===== src/rtl/atm_pkg.sv =====
// Shared definitions for the register-file access sequencer: state encoding,
// register-file geometry and operation codes.
package atm_pkg;

  localparam int RF_AW = 4;
  localparam int RF_DW = 4;

  localparam logic OP_READ  = 1'b0;
  localparam logic OP_WRITE = 1'b1;

  typedef enum logic [1:0] {
    ST_IDLE   = 2'd0,
    ST_ACCESS = 2'd1,
    ST_RESP   = 2'd2
  } state_e;

endpackage


===== src/rtl/rr_arbiter2.sv =====
// Two-way arbiter: picks the next winner from the pending requests and keeps
// the rr_last history used to break ties.
module rr_arbiter2 (
  input  logic       CLK,
  input  logic       CLR,
  input  logic [1:0] req,
  input  logic       take,
  input  logic       prio_mode,
  output logic [1:0] gnt_next
);

  logic rr_last_q;
  logic rr_last_d;

  always_comb begin
    gnt_next  = '0;
    rr_last_d = rr_last_q;
    case (req)
      2'b01: gnt_next = 2'b01;
      2'b10: gnt_next = 2'b10;
      2'b11: begin
        // History only moves on a contested grant, even in fixed-priority mode.
        if (prio_mode) gnt_next = 2'b01;
        else           gnt_next = rr_last_q ? 2'b01 : 2'b10;
        if (take) rr_last_d = gnt_next[1];
      end
      default: gnt_next = '0;
    endcase
  end

  always_ff @(posedge CLK or posedge CLR) begin
    if (CLR) rr_last_q <= 1'b1;
    else     rr_last_q <= rr_last_d;
  end

endmodule


===== src/rtl/regfile_access_ctrl.sv =====
// Shares a single-read/single-write register file between the keypad unit
// (requester 0) and the transaction unit (requester 1) with req/gnt/ack.
module regfile_access_ctrl
  import atm_pkg::*;
#(
  parameter int AW        = RF_AW,
  parameter int DW        = RF_DW,
  parameter int PRIO_MODE = 0
) (
  input  logic          CLK,
  input  logic          CLR,
  input  logic          REQ0,
  input  logic          WE0,
  input  logic [AW-1:0] ADDR0,
  input  logic [DW-1:0] WDATA0,
  output logic          GNT0,
  output logic          ACK0,
  input  logic          REQ1,
  input  logic          WE1,
  input  logic [AW-1:0] ADDR1,
  input  logic [DW-1:0] WDATA1,
  output logic          GNT1,
  output logic          ACK1,
  output logic [DW-1:0] RDATA,
  output logic          BUSY,
  output logic [AW-1:0] RF_RA,
  output logic [AW-1:0] RF_WA,
  output logic          RF_WR,
  output logic [DW-1:0] RF_LD_DATA,
  input  logic [DW-1:0] RF_DATA,
  output logic          RF_CLRN
);

  state_e        state_q, state_d;
  logic          sel_q, sel_d;
  logic          op_q, op_d;
  logic [AW-1:0] addr_q, addr_d;
  logic [DW-1:0] wdata_q, wdata_d;
  logic [DW-1:0] rdata_q, rdata_d;
  logic [1:0]    gnt_next;
  logic          take;

  assign take = (state_q == ST_IDLE) && (REQ0 || REQ1);

  rr_arbiter2 u_arb (
    .CLK      (CLK),
    .CLR      (CLR),
    .req      ({REQ1, REQ0}),
    .take     (take),
    .prio_mode(PRIO_MODE != 0),
    .gnt_next (gnt_next)
  );

  always_comb begin
    state_d = state_q;
    sel_d   = sel_q;
    op_d    = op_q;
    addr_d  = addr_q;
    wdata_d = wdata_q;
    rdata_d = rdata_q;
    case (state_q)
      ST_IDLE: begin
        if (take) begin
          sel_d   = gnt_next[1];
          op_d    = gnt_next[1] ? WE1    : WE0;
          addr_d  = gnt_next[1] ? ADDR1  : ADDR0;
          wdata_d = gnt_next[1] ? WDATA1 : WDATA0;
          state_d = ST_ACCESS;
        end
      end
      ST_ACCESS: begin
        if (op_q == OP_READ) rdata_d = RF_DATA;
        state_d = ST_RESP;
      end
      ST_RESP: state_d = ST_IDLE;
      default: state_d = ST_IDLE;
    endcase
  end

  always_ff @(posedge CLK or posedge CLR) begin
    if (CLR) begin
      state_q <= ST_IDLE;
      sel_q   <= 1'b0;
      op_q    <= OP_READ;
      addr_q  <= '0;
      wdata_q <= '0;
      rdata_q <= '0;
    end else begin
      state_q <= state_d;
      sel_q   <= sel_d;
      op_q    <= op_d;
      addr_q  <= addr_d;
      wdata_q <= wdata_d;
      rdata_q <= rdata_d;
    end
  end

  // Everything below is decoded from registers, so CLR zeroes it at once.
  assign GNT0       = (state_q == ST_ACCESS) && !sel_q;
  assign GNT1       = (state_q == ST_ACCESS) &&  sel_q;
  assign ACK0       = (state_q == ST_RESP)   && !sel_q;
  assign ACK1       = (state_q == ST_RESP)   &&  sel_q;
  assign BUSY       = (state_q != ST_IDLE);
  assign RDATA      = rdata_q;
  assign RF_RA      = addr_q;
  assign RF_WA      = addr_q;
  assign RF_LD_DATA = wdata_q;
  assign RF_WR      = (state_q == ST_ACCESS) && (op_q == OP_WRITE);
  assign RF_CLRN    = ~CLR;

endmodule


===== config.mk =====
export PLATFORM = sky130hd
export DESIGN_NAME = regfile_access_ctrl
export DESIGN_NICKNAME = d
export VERILOG_FILES = /design/src/rtl/atm_pkg.sv /design/src/rtl/rr_arbiter2.sv /design/src/rtl/regfile_access_ctrl.sv
export SDC_FILE = /design/constraint.sdc
export NUM_CORES = 1
export LEC_CHECK = 0
export ABC_CLOCK_PERIOD_IN_PS = 3600
export BUFFER_PORTS_ARGS = -buffer_cell sky130_fd_sc_hd__buf_4
export CAP_MARGIN = 0
export CORE_MARGIN = 1.5
export CORE_UTILIZATION = 45
export DETAILED_ROUTE_END_ITERATION = 8
export GPL_TIMING_DRIVEN = 1
export PLACE_DENSITY = 0.93
export SYNTH_ARGS = -nofsm -noshare
export SYNTH_HDL_FRONTEND = slang
export SYNTH_SLANG_ARGS = --single-unit
export TNS_END_PERCENT = 30

===== constraint.sdc =====
create_clock -name CLK -period 3.6 [get_ports CLK]
set_input_delay 0.18 -clock CLK [delete_from_list [all_inputs] [get_ports CLK]]
set_output_delay 0.18 -clock CLK [all_outputs]
set_load 0.005 [all_outputs]

==> flow_summary.yaml <==
run_status:
  status: "completed"
critical_path:
  regToRegSetupSlack_ps: 1860
  required_ps: 3420
  path_class: "in -> out"
  reg2reg_depth: 3
  r2r-start: "u_arb.rr_last_q$_DFFE_PP1P_"
  crit_fanout: 18
  critPathArrivalTime_ps: 1570
  start_kind: "input port"
  r2r-end: "RF_LD_DATA[0]$_DFFE_PP0P_"
  end_kind: "output pin"
global_routing:
  grt_usage: 0.1820
  grt_first_pass_wirelength_mm: 2.622
  grt_max_degree: 19
  grt_pass1_vias: 600
  gr-total-overflow: 0
  antenna_found_initial: 0
timing:
  relSlewSlack: 0.5262
  max_freq_mhz: 571.7
  skew_ps: 6.308
  rsz0062_at_grt: "no"
  hold_violations: 0
  slew_violations: 0
  fin_setup_tns_ps: 0
  finalSetupViolations: 0
  worst_pin_slew_ps: 703.3
  fin_crit_ps: 1749
  post-route-period-util: 0.4859
die:
  rows: 15
  start_util: 0.4844
  die_area_sq_um: 2170
  ioPinCount: 49
  die_y_um: 46.58
  core-area_sq_um: 1764
  dieWidth_um: 46.58
power_and_ir_drop:
  power-per-cell-area_nw_per_um2: 747.3
  p_clk_frac: 0.111
  power.share.sequential: 0.386
  netSwitchingFraction: 0.3096
  p_comb_frac: 0.503
  p_leak_nw: 0.6540
  p_switching_mw: 0.2878
  ir_drop_mv: 0.4545
  power.internal_mw: 0.6416
drt:
  drc_errors: 0
  drt_iter0_drc: 16
  vias: 643
  drt_pass1_iterations: 4
  avgRoutedWirePerCell_um: 13.87
  vias_per_cell: 4.763
  ant_nets: 0
  finalWirelength_mm: 1.872
cts:
  cts_tree: "done"
  htreeDepth: 1
  clock_latency_ps: 290
  cts_sinks: 17
  numCtsBuffers: 3
  cts_root_buf: "clkbuf_4"
  post_cts_buffers: 0
  cts_max_path_buffers: 2
  clk_pin_slew_ps: 90
final_layout:
  nets: 137
  nFillCells: 148
  mostFrequentLayoutCell: "buf_4"
  antenna_cells: 0
  syn2layout_area_growth_pct: 45.53
  fin_cells: 135
  drive_gt1_frac: 0.6818
  final_cell_mix: "buf_4, dfrtp_1, mux2_2"
synth:
  netlist_instances: 62
  syn_area_per_cell_sq_um: 13.78
  syn_area_sq_um: 854.6
  yosys_warnings: 0
  synth.distinct_cells: 18
  ys_seq_elements: 17
  yosysSeqAreaShare: 0.4993
  synth_nets: 88
job:
  max_cap_violations: 0
place:
  port_buffers: 48
  hpwlAfterDp_mm: 1.454
  place_inst: 130
  gp_congestion: 0.7082
min_path:
  min_from: "RF_DATA[2]"
  worstHoldPathType: "in -> reg"
  whs_path_depth: 2
  worstHoldEndpoint: "RDATA[2]$_DFFE_PP0P_"
## layout make-up
cell class	count	area [sq um]	share of cell area
sequential	17	426.7	0.3431
timing repair buffer	50	377.9	0.3038
multi-input combinational	35	366.6	0.2948
tap	25	31.28	0.02515
clock buffer	4	26.28	0.02113
inverter	4	15.01	0.01207
## how the worst max path moves through the flow
| stage | depth (start not counted) | slack (ps) | endpoint | start |
|---|---|---|---|---|
| 6_report | 4 | 1850 | RF_CLRN | CLR |
| 5_1_grt | 4 | 1710 | RF_CLRN | CLR |
| 4_1_cts | 4 | 1790 | RF_CLRN | CLR |
| 3_5_place_dp | 3 | 1880 | RF_RA[0]$_DFFE_PP0P_ | u_arb.rr_last_q$_DFFE_PP1P_ |
| 3_3_place_gp | 3 | 1930 | RF_LD_DATA[2]$_DFFE_PP0P_ | u_arb.rr_last_q$_DFFE_PP1P_ |
| 2_1_floorplan | 4 | 2160 | RF_RA[2]$_DFFE_PP0P_ | u_arb.rr_last_q$_DFFE_PP1P_ |
## layer usage
metal  vias to the layer above  wire, um  GRT usage
met3                         4        97    0.02353
li1                        303         -          -
met5                         -         0          0
met2                        23      1102     0.3111
met1                       313       645     0.2167
met4                         0        27     0.1029
## per-stage QoR
| stage | utilization | setup WS [ps] | cell area, sq um | hold slack (ps) | total power, mW |
|---|---|---|---|---|---|
| 4_1_cts | 0.7050 | 1795 | 1244 | 106.1 | 0.9429 |
| 6_report | 0.7050 | 1851 | 1244 | 115.0 | 0.9294 |
| 5_1_grt | 0.7050 | 1710 | 1244 | 106.7 | 0.9888 |
| 3_5_place_dp | 0.6844 | 1882 | 1207 | 327.9 | 0.8352 |
| 2_1_floorplan | - | 2156 | 854.6 | 122.5 | 0.6167 |
| 3_3_place_gp | 0.6844 | 1931 | 1207 | 305.4 | 0.8116 |
## synthesized netlist by cell type
| cell | instances | area (sq um) |
|---|---|---|
| a21bo_1 | 1 | 10.01 |
| and2_1 | 2 | 12.51 |
| and3_1 | 1 | 6.260 |
| and3b_1 | 1 | 8.760 |
| buf_2 | 1 | 5.000 |
| buf_4 | 4 | 30.03 |
| buf_6 | 1 | 11.26 |
| dfrtp_1 | 16 | 400.4 |
| dfstp_2 | 1 | 26.28 |
| inv_1 | 4 | 15.01 |
| mux2_2 | 13 | 146.4 |
| mux2_4 | 9 | 135.1 |
| nand2b_1 | 1 | 6.260 |
| nor2_1 | 3 | 11.26 |
| nor3b_1 | 1 | 7.510 |
| o21ai_0 | 1 | 5.000 |
| o2bb2ai_1 | 1 | 8.760 |
| xor2_1 | 1 | 8.760 |
## sequential cells by signal, summed over array words and instances (netlist names)
register and flops:
sel_q 1, RDATA 4, state_q 2, RF_LD_DATA 4
u_arb.rr_last_q 1, op_q 1, RF_RA 4
## power by group through the flow
stage | registers [mW] | clock network (mW) | logic, mW
detailed placement | 0.363 | 0 | 0.472
CTS | 0.360 | 0.107 | 0.476
finish | 0.359 | 0.103 | 0.468
global route | 0.368 | 0.114 | 0.506
floorplan | 0.358 | 0 | 0.259
global placement | 0.357 | 0 | 0.455
## logic make-up (layout without fill, tap and decap cells)
family / Yosys count / after routing / synth area share
simple gates: 9 / 9 / 0.06150
mux: 22 / 22 / 0.3294
buf+inv: 10 / 58 / 0.07173
xor+xnor: 1 / 1 / 0.01025
flops: 17 / 17 / 0.4993
compound gates: 3 / 3 / 0.02782
## critical path, cell delays in order
cell           delay (ps)
dlygate4sd3_1         540
buf_4                 140
inv_1                 490
buf_4                 220
## timing repair
| action | in CTS | in global routing |
|---|---|---|
| resized for setup | 0 | 0 |
| hold buffers | 1 | 0 |
| hold endpoints to repair | 7 | 0 |
Power figures use the tool's default switching activity.
